==> src/rtl/uart_tx_arbiter_pkg.sv <==
// Shared definitions for the uart_tx_arbiter block and its helpers.
//
// Contents:
//   arb_state_e  - transfer sequencer states (IDLE, START, WAIT_BUSY, WAIT_DONE)
//   idx_width()  - width of an index into n items, never less than 1 bit
package uart_tx_arbiter_pkg;

  typedef enum logic [1:0] {
    ST_IDLE      = 2'd0,
    ST_START     = 2'd1,
    ST_WAIT_BUSY = 2'd2,
    ST_WAIT_DONE = 2'd3
  } arb_state_e;

  // $clog2(1) is 0, which would give zero-width vectors; clamp to 1.
  function automatic int idx_width(input int n);
    return (n > 1) ? $clog2(n) : 1;
  endfunction

endpackage

==> src/rtl/uart_tx_arbiter_if.sv <==
// Bundle between the byte producers, the arbiter and the uart_tx instance.
//
// Handshake: requester i raises req[i] (a level) with its byte on
// req_data[i*W +: W] and holds both until it sees the one-cycle gnt[i]
// pulse; gnt[i] means the byte has been copied, so req and data may change
// from the following cycle. tx_start is a one-cycle pulse to uart_tx with
// tx_data held stable; tx_busy comes back high for the duration of the frame.
//
// Signals:
//   req      N    producer -> arbiter  request levels
//   req_data N*W  producer -> arbiter  packed bytes
//   gnt      N    arbiter -> producer  one-hot accept pulse
//   tx_data  W    arbiter -> uart_tx   byte to send
//   tx_start 1    arbiter -> uart_tx   start pulse
//   tx_busy  1    uart_tx -> arbiter   frame in progress
//   owner    idx  arbiter -> system    last granted requester
//   err      1    arbiter -> system    timeout abort pulse
// Modports: master = producers/uart side, slave = arbiter.
interface uart_tx_arbiter_if #(
  parameter int N = 4,
  parameter int W = 8
);
  localparam int IW = uart_tx_arbiter_pkg::idx_width(N);

  logic [N-1:0]   req;
  logic [N*W-1:0] req_data;
  logic [N-1:0]   gnt;
  logic [W-1:0]   tx_data;
  logic           tx_start;
  logic           tx_busy;
  logic [IW-1:0]  owner;
  logic           err;

  modport master (
    output req, req_data, tx_busy,
    input  gnt, tx_data, tx_start, owner, err
  );

  modport slave (
    input  req, req_data, tx_busy,
    output gnt, tx_data, tx_start, owner, err
  );

endinterface

==> src/rtl/uart_tx_arbiter_rr_picker.sv <==
// rr_picker: combinational round-robin selector.
// Returns the first set bit of req at or after index ptr, wrapping modulo N.
//
// Ports:
//   req  in  N   request vector
//   ptr  in  IW  highest-priority index this round
//   pick out N   one-hot of the chosen index (0 when nothing requests)
//   idx  out IW  chosen index (0 when nothing requests)
//   any  out 1   at least one request present
module rr_picker #(
  parameter int N  = 4,
  parameter int IW = 2
) (
  input  logic [N-1:0]  req,
  input  logic [IW-1:0] ptr,
  output logic [N-1:0]  pick,
  output logic [IW-1:0] idx,
  output logic          any
);

  int            cand;
  logic [IW-1:0] cand_idx;

  always_comb begin
    pick     = '0;
    idx      = '0;
    any      = 1'b0;
    cand     = 0;
    cand_idx = '0;
    for (int k = 0; k < N; k++) begin
      cand     = (int'(ptr) + k) % N;
      cand_idx = IW'(cand);
      if (!any && req[cand_idx]) begin
        any            = 1'b1;
        pick[cand_idx] = 1'b1;
        idx            = cand_idx;
      end
    end
  end

endmodule

==> src/rtl/uart_tx_arbiter.sv <==
// uart_tx_arbiter: shares one uart_tx among N byte requesters, round-robin.
// Each transfer: grant + latch byte (IDLE), pulse tx_start (START), wait for
// tx_busy to rise (WAIT_BUSY), wait for it to fall (WAIT_DONE).
//
// Ports:
//   clk        in   system clock
//   rst        in   asynchronous active-high reset
//   bus        slave modport of uart_tx_arbiter_if (req/req_data/gnt/tx_*/owner/err)
//   state_dbg  out  current sequencer state
//   ptr_dbg    out  current round-robin pointer
//
// Build option: define UART_ARB_TIMEOUT_EN to abort a transfer whose tx_busy
// never rises within TIMEOUT cycles of START (err pulses, back to IDLE).
// Without it err is constant 0 and WAIT_BUSY waits indefinitely.
module uart_tx_arbiter
  import uart_tx_arbiter_pkg::*;
#(
  parameter int N       = 4,
  parameter int W       = 8,
  parameter int TIMEOUT = 1024,
  localparam int IW     = idx_width(N)
) (
  input  logic              clk,
  input  logic              rst,
  uart_tx_arbiter_if.slave  bus,
  output arb_state_e        state_dbg,
  output logic [IW-1:0]     ptr_dbg
);

  arb_state_e    state_q, state_d;
  logic [IW-1:0] ptr_q, ptr_d;
  logic [IW-1:0] owner_q, owner_d;
  logic [W-1:0]  tx_data_q, tx_data_d;
  logic          tx_start_q, tx_start_d;
  logic          err_q, err_d;

  logic [N-1:0]  pick;
  logic [IW-1:0] pick_idx;
  logic          pick_any;
  logic          grant_now;
  logic [W-1:0]  picked_byte;
  logic [IW-1:0] ptr_next;

  rr_picker #(.N(N), .IW(IW)) u_picker (
    .req  (bus.req),
    .ptr  (ptr_q),
    .pick (pick),
    .idx  (pick_idx),
    .any  (pick_any)
  );

  // A busy transmitter in IDLE is someone else's frame (or a stale one);
  // never start on top of it. rst gates gnt because it is combinational.
  assign grant_now = (state_q == ST_IDLE) && pick_any && !bus.tx_busy && !rst;

  always_comb begin
    picked_byte = '0;
    for (int i = 0; i < N; i++) begin
      if (pick[i]) picked_byte = bus.req_data[i*W +: W];
    end
  end

  assign ptr_next = (int'(pick_idx) == N - 1) ? '0 : pick_idx + 1'b1;

`ifdef UART_ARB_TIMEOUT_EN
  localparam int CW = idx_width(TIMEOUT + 1);
  // Counts cycles since START; START itself loads 1.
  logic [CW-1:0] tmo_q, tmo_d;
`endif

  always_comb begin
    state_d    = state_q;
    ptr_d      = ptr_q;
    owner_d    = owner_q;
    tx_data_d  = tx_data_q;
    tx_start_d = 1'b0;
    err_d      = 1'b0;
`ifdef UART_ARB_TIMEOUT_EN
    tmo_d      = tmo_q;
`endif
    case (state_q)
      ST_IDLE: begin
        if (grant_now) begin
          state_d    = ST_START;
          tx_data_d  = picked_byte;
          owner_d    = pick_idx;
          ptr_d      = ptr_next;
          tx_start_d = 1'b1;
        end
      end
      ST_START: begin
        state_d = ST_WAIT_BUSY;
`ifdef UART_ARB_TIMEOUT_EN
        tmo_d   = CW'(1);
`endif
      end
      ST_WAIT_BUSY: begin
        if (bus.tx_busy) begin
          state_d = ST_WAIT_DONE;
        end
`ifdef UART_ARB_TIMEOUT_EN
        // Abort decided TIMEOUT-1 cycles after START so err lands exactly
        // TIMEOUT cycles after START. Pointer already moved past the owner.
        else if (tmo_q == CW'(TIMEOUT - 1)) begin
          state_d = ST_IDLE;
          err_d   = 1'b1;
        end else begin
          tmo_d = tmo_q + 1'b1;
        end
`endif
      end
      ST_WAIT_DONE: begin
        if (!bus.tx_busy) state_d = ST_IDLE;
      end
      default: state_d = ST_IDLE;
    endcase
  end

  always_ff @(posedge clk or posedge rst) begin
    if (rst) begin
      state_q    <= ST_IDLE;
      ptr_q      <= '0;
      owner_q    <= '0;
      tx_data_q  <= '0;
      tx_start_q <= 1'b0;
      err_q      <= 1'b0;
`ifdef UART_ARB_TIMEOUT_EN
      tmo_q      <= '0;
`endif
    end else begin
      state_q    <= state_d;
      ptr_q      <= ptr_d;
      owner_q    <= owner_d;
      tx_data_q  <= tx_data_d;
      tx_start_q <= tx_start_d;
      err_q      <= err_d;
`ifdef UART_ARB_TIMEOUT_EN
      tmo_q      <= tmo_d;
`endif
    end
  end

  assign bus.gnt      = grant_now ? pick : '0;
  assign bus.tx_data  = tx_data_q;
  assign bus.tx_start = tx_start_q;
  assign bus.owner    = owner_q;
  assign bus.err      = err_q;
  assign state_dbg    = state_q;
  assign ptr_dbg      = ptr_q;

endmodule

==> src/flat_wrapper.sv <==
// flat-port wrapper written by rule: the top's interface ports become plain ports
module uart_tx_arbiter_flat import uart_tx_arbiter_pkg::*;
#(
  parameter int N       = 4,
  parameter int W       = 8,
  parameter int TIMEOUT = 1024,
  localparam int IW     = idx_width(N)
)
  (clk, rst, state_dbg, ptr_dbg, bus_req, bus_req_data, bus_tx_busy, bus_gnt, bus_tx_data, bus_tx_start, bus_owner, bus_err);
  uart_tx_arbiter_if #(.N(N), .W(W)) bus_i ();
  input  logic clk;
  input  logic rst;
  output arb_state_e state_dbg;
  output logic [IW-1:0] ptr_dbg;
  input wire logic [$bits(bus_i.req)-1:0] bus_req;
  input wire logic [$bits(bus_i.req_data)-1:0] bus_req_data;
  input wire logic [$bits(bus_i.tx_busy)-1:0] bus_tx_busy;
  output wire logic [$bits(bus_i.gnt)-1:0] bus_gnt;
  output wire logic [$bits(bus_i.tx_data)-1:0] bus_tx_data;
  output wire logic [$bits(bus_i.tx_start)-1:0] bus_tx_start;
  output wire logic [$bits(bus_i.owner)-1:0] bus_owner;
  output wire logic [$bits(bus_i.err)-1:0] bus_err;
  assign bus_i.req = bus_req;
  assign bus_i.req_data = bus_req_data;
  assign bus_i.tx_busy = bus_tx_busy;
  assign bus_gnt = bus_i.gnt;
  assign bus_tx_data = bus_i.tx_data;
  assign bus_tx_start = bus_i.tx_start;
  assign bus_owner = bus_i.owner;
  assign bus_err = bus_i.err;
  uart_tx_arbiter #(.N(N), .W(W), .TIMEOUT(TIMEOUT)) u_core (.clk(clk), .rst(rst), .bus(bus_i), .state_dbg(state_dbg), .ptr_dbg(ptr_dbg));
endmodule
==> config.mk <==
export PLATFORM = sky130hd
export DESIGN_NAME = uart_tx_arbiter_flat
export DESIGN_NICKNAME = d
export VERILOG_FILES = /design/src/rtl/uart_tx_arbiter_pkg.sv /design/src/rtl/uart_tx_arbiter_if.sv /design/src/rtl/uart_tx_arbiter_rr_picker.sv /design/src/rtl/uart_tx_arbiter.sv /design/src/flat_wrapper.sv
export SDC_FILE = /design/constraint.sdc
export NUM_CORES = 1
export LEC_CHECK = 0
export CAP_MARGIN = 20
export CORE_ASPECT_RATIO = 1.75
export CORE_UTILIZATION = 38
export CTS_CLUSTER_SIZE = 14
export DETAILED_ROUTE_END_ITERATION = 10
export PLACE_DENSITY = 0.83
export RECOVER_POWER = 25
export SLEW_MARGIN = 30
export SYNTH_ARGS = -nofsm -noshare
export SYNTH_HDL_FRONTEND = slang
export SYNTH_HIERARCHICAL = 1
export SYNTH_SLANG_ARGS = --single-unit
==> constraint.sdc <==
create_clock -name clk -period 2.93 [get_ports clk]
set_clock_uncertainty 0.05 [all_clocks]
set_input_delay 0.4395 -clock clk [delete_from_list [all_inputs] [get_ports clk]]
set_output_delay 0.4395 -clock clk [all_outputs]
set_load 0.01 [all_outputs]
==> impl_metrics.py, run 1 <==
metrics = {
    "synthesis": {
        "synth-edff-count": 0,
        "yosysSeqAreaShare": 0.273,
        "synth_warnings": 6,
        "synth_cell_type_count": 37,
        "synth_nets": 205,
        "syn_area_per_cell_um2": 8.74,
        "syn_area_um2": 1370,
        "synth_seq_cells": 15,
        "postSynth.asyncResetShare": 1.00,
        "syn-instance-count": 157,
        "synthFlopType": "dfrtp_1",
    },
    "floorplanning": {
        "coreArea_um2": 3400,
        "die_h_um": 81.5,
        "pin_count": 59,
        "rows": 28,
        "dieArea_um2": 3870,
        "initial_core_util": 0.404,
        "die_w_um": 47.4,
    },
    "clock_tree": {
        "clkSlewWorstSetupHoldPaths_ns": 0.07,
        "cts_tree": "built",
        "insertion_delay_ns": 0.24,
        "clock-root-buffer": "clkbuf_8",
        "clkSinkCount": 15,
        "cts_htree_levels": 1,
        "clk_path_buf_depth": 2,
        "cts_made_buffers": 3,
        "cts_hold_buf": 0,
    },
    "min_path": {
        "hold_class": "flop to flop",
    },
    "pwr": {
        "p_per_area_nw_per_um2": 1080,
        "power.share.switching": 0.415,
        "leakage_nw": 0.973,
        "p_sw_mw": 1.01,
        "seq_power_share": 0.154,
        "power_mw": 2.42,
        "max-vdd-ir-drop_uv": 642,
        "intPower_mw": 1.42,
        "power_frac_clock": 0.069,
        "combPwrFrac": 0.777,
    },
    "placed_design": {
        "dpl.hpwl_um": 3130,
        "place_congestion": 0.776,
        "port_buffers": 57,
    },
    "flow_run": {
        "maxCapViolCount": 0,
    },
    "finish": {
        "drive_gt1_frac": 0.246,
        "syn2layout_area_growth_pct": 63.8,
        "n_antenna_cell": 0,
        "fillers": 300,
        "final_nets": 289,
    },
    "detailed_routing": {
        "drtIter0Drc": 38,
        "drc_errors": 0,
        "drtAntennaViolNets": 0,
        "num_vias": 1490,
        "first_pass_iters": 4,
        "wl_per_cell_um": 14.9,
        "post_drt_via_cell_ratio": 5.23,
        "routed_wl_um": 4260,
    },
    "sta": {
        "slew_headroom": 0.609,
        "period_share": 0.973,
        "min_period_ns": 2.85,
        "max_clock_freq_mhz": 351,
        "tns_ns": 0,
        "tightest_slew_ns": 0.586,
        "slew_violations": 0,
        "hold_viol_final": 0,
        "finalSetupViolations": 0,
        "hold_slack_ns": 0.451,
    },
    "global_route": {
        "grt_max_degree": 19,
        "grt_antenna_before_repair": 0,
        "grt_pass1_vias": 1413,
        "grt_pass1_wl_um": 6070,
        "grt_util_all_layers": 0.216,
        "overflow": 0,
    },
    "setup_path": {
        "crit_path_max_fanout": 4,
        "crit_type": "flop to output port",
        "required_ns": 2.44,
        "cp_cell_sequence": "buf_6, mux4_2, buf_4, nor4b_4, buf_4, a22oi_2, o21ai_1, and2_1, clkdlybuf4s15_1",
        "cp-start-kind": "flop",
        "max_stage_delay_ns": 0.50,
        "cp-end-kind": "output port",
        "crit_arrival_ns": 2.36,
        "cpMaxStageDelayCell": "mux4_2",
        "cp_common_cell": "buf_4",
    },
    "outcome": {
        "status": "completed",
    },
}
[routing by layer]
| metal | vias to the layer above | wire, µm | global-route usage |
|---|---|---|---|
| met5 | - | 0 | 0 |
| met3 | 6 | 208 | 0.0176 |
| li1 | 734 | - | - |
| met1 | 688 | 1540 | 0.204 |
| met2 | 62 | 2460 | 0.449 |
| met4 | 0 | 54 | 0.0514 |
[synthesized netlist by cell type, types with 2 or more instances]
library cell	instances	share of area
mux2_2	2	0.016
a221oi_1	8	0.051
o21ai_0	5	0.018
o31ai_1	2	0.011
nand3b_1	8	0.044
buf_2	6	0.022
nor2_1	3	0.0082
clkbuf_1	3	0.0082
dfrtp_1	15	0.27
buf_6	2	0.016
a22oi_1	8	0.044
nand2_1	28	0.077
and2_1	4	0.018
a21oi_1	9	0.033
mux4_1	2	0.038
inv_1	15	0.041
mux4_2	2	0.033
ha_1	9	0.082
o22a_1	8	0.051
[cell type report]
cell class / instances / area, µm² / share of cell area
Multi-Input combinational cell: 113 / 883 / 0.393
Timing Repair Buffer: 92 / 825 / 0.367
Sequential cell: 15 / 378 / 0.168
Inverter: 16 / 60.1 / 0.0267
Tap cell: 45 / 56.3 / 0.0250
Clock buffer: 3 / 41.3 / 0.0184
Clock inverter: 1 / 5.00 / 0.00223
[timing repair]
action                     in CTS  in global routing
gates resized for setup        14                 15
pin swaps                       0                  1
setup endpoints to repair       5                  5
setup buffers                   3                  6
[critical path: cells and delay by family, from the launching register on]
| kind | cells | cell delay, ns |
|---|---|---|
| AO/OA/AOI/OAI | 2 | 0.14 |
| buffers and inverters | 4 | 0.70 |
| flip-flops | 1 | 0.38 |
| multiplexers | 1 | 0.50 |
| AND/OR/NAND/NOR | 2 | 0.37 |
[flip-flops by register name, summed over array words and instances, names as in the netlist]
register / flops
u_core/bus.owner: 2
u_core/bus.tx_data: 8
u_core/bus.tx_start: 1
u_core/ptr_dbg: 2
u_core/state_dbg: 2
[final timing paths]
path | start | endpoint | slack, ns | cells after the start
worst max register to register | u_core/ptr_dbg[1] | u_core/bus.tx_data[7] | 0.18 | 11
min in group asynchronous | rst | u_core/state_dbg[1] | 0.68 | 2
worst min-delay path | u_core/bus.owner[0] | u_core/bus.owner[0] | 0.45 | 2
worst min register to register | u_core/bus.owner[0] | u_core/bus.owner[0] | 0.45 | 2
worst max-delay path | u_core/ptr_dbg[0] | bus_gnt[0] | 0.08 | 9
max in group asynchronous | rst | u_core/ptr_dbg[1] | 1.73 | 2
[through the flow]
step	std cells	setup WS [ns]	util	cell area [µm²]
finish	285	0.0805	0.662	2250
global route	285	-0.0176	0.662	2250
CTS	279	0.00373	0.647	2200
detailed placement	272	-0.491	0.624	2120
global placement	272	-0.432	0.624	2120
floorplan	157	0.000473	-	1380
[cells in the final DEF, fill, tap and decap left out, types with 3 or more instances in the layout]
cell type        instances
ha_1                     8
a221oi_1                 8
clkbuf_8                 3
nand2_1                 28
clkdlybuf4s50_1         48
inv_2                    3
clkbuf_2                 3
nor2_1                   3
o21ai_1                  4
buf_4                   33
mux4_2                   4
nand3b_1                 8
a22oi_1                  7
a21oi_1                  9
inv_1                   13
dlygate4sd2_1            4
o22a_1                   8
and2_1                   4
dfrtp_1                 13
[cells by family after synthesis]
kind of cell               Yosys count  share of synthesized area
AOI/OAI and AO/OA                   45                      0.244
adders and majority gates            9                     0.0820
buffers and inverters               29                     0.0984
DFF                                 15                      0.273
muxes                                8                      0.103
other                                1                    0.00273
and+or+nand+nor                     50                      0.196
[power groups by stage]
| stage | Clock, mW | Sequential (mW) | Combinational (mW) |
|---|---|---|---|
| 3_5_place_dp | 0 | 0.379 | 1.71 |
| 6_report | 0.167 | 0.373 | 1.88 |
| 5_1_grt | 0.180 | 0.388 | 2.02 |
| 4_1_cts | 0.167 | 0.371 | 1.78 |
| 2_1_floorplan | 0 | 0.431 | 0.949 |
| 3_3_place_gp | 0 | 0.375 | 1.68 |
Power figures use the tool's default switching activity.
==> inputs of run 2 (changes only) <==
--- a/config.mk
+++ b/config.mk
@@ -10,6 +10,7 @@
 export CORE_UTILIZATION = 38
 export CTS_CLUSTER_SIZE = 14
 export DETAILED_ROUTE_END_ITERATION = 10
+export HOLD_SLACK_MARGIN = 0.02
 export PLACE_DENSITY = 0.83
 export RECOVER_POWER = 25
 export SLEW_MARGIN = 30
==> results of run 2 <==
The final DEF is identical to that of run 1; final timing and power are the same.
==> RTL edit 1, RTL diff (config.mk and constraints of run 2) <==
The option `UART_ARB_TIMEOUT_EN` is turned on by a define.
--- a/src/rtl/uart_tx_arbiter.sv
+++ b/src/rtl/uart_tx_arbiter.sv
@@ -12,6 +12,8 @@
 // Build option: define UART_ARB_TIMEOUT_EN to abort a transfer whose tx_busy
 // never rises within TIMEOUT cycles of START (err pulses, back to IDLE).
 // Without it err is constant 0 and WAIT_BUSY waits indefinitely.
+`define UART_ARB_TIMEOUT_EN
+
 module uart_tx_arbiter
   import uart_tx_arbiter_pkg::*;
 #(
Function: no difference found for any inputs over 4 cycles, from zero or initial values and one cycle with rst high; that may be too few to reach the edited logic, so the function may still have changed.
==> RTL edit 1 against run 2 <==
Power rose by 21%. Maximum frequency fell by 0.94%. Worst hold slack got worse by 0.042 ns. Design area rose by 26%. Sequential share of layout area rose by 7.1 points. Sequential cell count rose by 12. Wire length rose by 17%. Setup slack got worse by 0.027 ns. Sequential power rose by 64%. Largest cell class unchanged. Synthesized area rose by 39%.
==> RTL edit 1: results <==
set metrics [dict create \
    status "finished clean" \
    path_class "flop to flop" \
    fin_util_pct 59.8 \
    fillers 392 \
    dpl.hpwl_um 3830 \
    synth_cell_type_count 43 \
    p_leak_nw 1.29 \
    drive_gt1_share_pct 25.2 \
    cp_max_fo 6 \
    inverters_excl_clock 13 \
    synthTopCellsByCount "dfrtp_1 (27), nand2_1 (16), inv_1 (13), a211o_1 (12), nor2_1 (12)" \
    synth_warnings 6 \
    worstHoldStart "u_core/tmo_q[10]" \
    wl_met1_um 1870 \
    layout.nets 325 \
    grtUsageMet1_pct 21.7 \
    synthTopCellsByArea "dfrtp_1 (35%), a211o_1 (5.5%), ha_1 (4.6%)" \
    syn_nets 246 \
    multi_input_comb_cells 147 \
    whs_path_depth 1 \
    cp.arrival_ns 3.01 \
    vdd_drop_max_mv 0.739 \
    clkCellAreaFrac_pct 1.59 \
    slew-limit-headroom_pct 36.4 \
    largest_reg_flops 11 \
    multi_input_area_share_pct 42.6 \
    worstHoldEndpoint "u_core/bus.err" \
    register_area_um2 678 \
    synth-async-reset-ratio_pct 100 \
    worstSkewPairLatency_ns 0.26 \
    ys_seq_area_share_pct 35.3 \
    wl_met2_um 2770 \
    met3_length_um 196 \
    place.gp.congestion 0.844 \
    portBuffers 58 \
    buffers_excl_clock 87 \
    grt_pass1_vias 1792 \
    design.seq.count 27 \
    power.switching_mw 1.23 \
    grt_pass1_wl_um 7980 \
    grt_usage_pct 18.5 \
    placed_cells 320 \
    use_met2_pct 34.2 \
    place_area_um2 2660 \
    syn_inst 200 \
    whs_ns 0.409 \
    r2r_cells 12 \
    path_delay_family "compound AO/OA/AOI/OAI gates" \
    buffer_area_share_pct 27.9 \
    routedWlPerCell_um 15.0 \
    r2r_setup_slack_ns 0.05 \
    drt_iter0_drc 61 \
    routed_wl_um 4970 \
    max_freq_mhz 348 \
    r2r-end "u_core/bus.tx_data[4]" \
    nClkBuffers 4 \
    met3_usage_pct 1.75 \
]
[RTL edit 1: timing repair]
| action | 4_1_cts | 5_1_grt |
|---|---|---|
| pin swaps | 1 | 24 |
| gates resized for setup | 25 | 22 |
| hold buffers | 0 | 0 |
| endpoints found under the setup margin | 10 | 11 |
| endpoints found under the hold margin | 0 | 0 |
| buffers inserted | 4 | 4 |
[RTL edit 1: power groups by stage]
stage | Combinational (mW) | Clock, mW | Sequential [mW]
5_1_grt | 2.31 | 0.227 | 0.633
6_report | 2.13 | 0.202 | 0.610
4_1_cts | 1.93 | 0.209 | 0.610
3_5_place_dp | 1.83 | 0 | 0.613
3_3_place_gp | 1.78 | 0 | 0.606
2_1_floorplan | 1.13 | 0 | 0.657
[RTL edit 1: cell families (layout without fill, tap and decap cells)]
family	Yosys count	after routing	synth area share, %
muxes	12	12	9.68
buffers and inverters	26	104	6.67
DFF	27	27	35.3
and+or+nand+nor	70	70	20.9
adders and majority gates	7	7	4.58
AOI/OAI and AO/OA	58	58	22.9
==> RTL edit 2, RTL diff (settings of run 2) <==
Made on the original files. Take the reset off `tx_data_q` and load it in a clocked block of its own.
--- a/src/rtl/uart_tx_arbiter.sv
+++ b/src/rtl/uart_tx_arbiter.sv
@@ -121,7 +121,6 @@
       state_q    <= ST_IDLE;
       ptr_q      <= '0;
       owner_q    <= '0;
-      tx_data_q  <= '0;
       tx_start_q <= 1'b0;
       err_q      <= 1'b0;
 `ifdef UART_ARB_TIMEOUT_EN
@@ -131,13 +130,16 @@
       state_q    <= state_d;
       ptr_q      <= ptr_d;
       owner_q    <= owner_d;
-      tx_data_q  <= tx_data_d;
       tx_start_q <= tx_start_d;
       err_q      <= err_d;
 `ifdef UART_ARB_TIMEOUT_EN
       tmo_q      <= tmo_d;
 `endif
     end
+  end
+
+  always_ff @(posedge clk) begin
+    tx_data_q <= tx_data_d;
   end
 
   assign bus.gnt      = grant_now ? pick : '0;
Function: differs if rst is asserted again (counterexample within 4 cycles, from zero or initial values and one cycle with rst high); with rst held inactive, the same outputs for 10 cycles.
==> RTL edit 2 against run 2 <==
Final cell count is 8.8% lower. Setup slack worse by 0.032 ns. Design area is 1.0% lower. Wire length is 2.5% higher. Power is 6.1% higher. Sequential cell count stayed put. Synthesized area is 5.5% lower. Non-clock buffer count is 3 higher. Critical path type unchanged.
==> RTL edit 2: results <==
set metrics [dict create \
    postSynthAreaPerCell_um2 10.2 \
    routed_wl_um 4370 \
    p_leak_nw 0.938 \
    crit_start "u_core/ptr_dbg[1]" \
    fillers 232 \
    grt_max_degree 17 \
    p_comb_mw 1.99 \
    ys_seq_area_share_pct 32.0 \
    vias 1400 \
    place.gp.congestion 0.886 \
    grt_pass1_wl_um 6610 \
    status "finished clean" \
    syn_nets 175 \
    synth_cell_type_count 35 \
    synth-edff-count 8 \
    total_power_mw 2.57 \
    wl_met1_um 1470 \
    layout.nets 266 \
    place_ws_ns -0.510 \
    grtUsageMet1_pct 23.2 \
    met3_usage_pct 4.55 \
    synthTopCellsByArea "edfxtp_1 (19%), dfrtp_1 (14%), ha_1 (8.7%)" \
    cp.arrival_ns 2.39 \
    grt_pass1_vias 1466 \
    synth-async-reset-ratio_pct 46.7 \
    use_met2_pct 49.3 \
    worstSkewPairLatency_ns 0.26 \
    cp_max_fo 5 \
    placed_cells 243 \
    dpl.hpwl_um 3220 \
    first_pass_iters 4 \
    intPower_mw 1.51 \
    routedWlPerCell_um 16.8 \
    drt_iter0_drc 33 \
    seq_power_mw 0.400 \
    wl_met2_um 2600 \
    vdd_drop_max_mv 0.820 \
    synthFlopType "edfxtp_1" \
]
## RTL edit 2: cell count changes after synthesis, moves of 6 or more
cell      change
dfrtp_1       -8
o22a_1        -8
nand2_1      -19
edfxtp_1      +8
nor2b_1       +6
nand3b_1      -8
## RTL edit 2: repair_timing
| action | CTS | global route |
|---|---|---|
| pin swaps | 2 | 6 |
| endpoints found under the setup margin | 10 | 12 |
| hold buffers | 0 | 0 |
| cloned | 0 | 0 |
| resized for setup | 26 | 14 |
| buffers inserted | 12 | 3 |
## RTL edit 2: path summary, 6_finish.rpt
| path | to | slack (ns) | cells after the start |
|---|---|---|---|
| max reg2reg | u_core/bus.tx_data[2] | 0.05 | 12 |
| max | bus_gnt[2] | 0.05 | 9 |
| max in group asynchronous | u_core/ptr_dbg[0] | 2.07 | 2 |
| min reg2reg | u_core/bus.owner[1] | 0.47 | 1 |
| min in group asynchronous | u_core/bus.tx_start | 0.52 | 2 |
| min | u_core/bus.owner[1] | 0.47 | 1 |
## RTL edit 2: final cells by class
type	count	area, µm²	area share (%)
clock buffers	3	41.3	1.85
inverters	10	37.5	1.69
repair buffers	95	846	38.0
flip-flops and latches	15	418	18.8
multi-input cells	93	825	37.0
well taps	43	53.8	2.42
clock inverters	1	5.00	0.225
## RTL edit 2: logic make-up after synthesis
group	Yosys count	synth area share (%)
AOI/OAI and AO/OA	41	22.4
muxes	13	15.4
and+or+nand+nor	29	13.6
adders and majority gates	9	8.68
buffers and inverters	19	7.62
other	1	0.289
DFF	15	32.0
## RTL edit 2: critical path, stage by stage, from the launching register on
cell and delay (ns):
dfrtp_2 0.41, buf_4 0.13, mux4_2 0.58, buf_6 0.16, and2b_2 0.23, a22oi_2 0.14
o21ai_1 0.08, buf_4 0.14, and2_1 0.13, buf_2 0.14
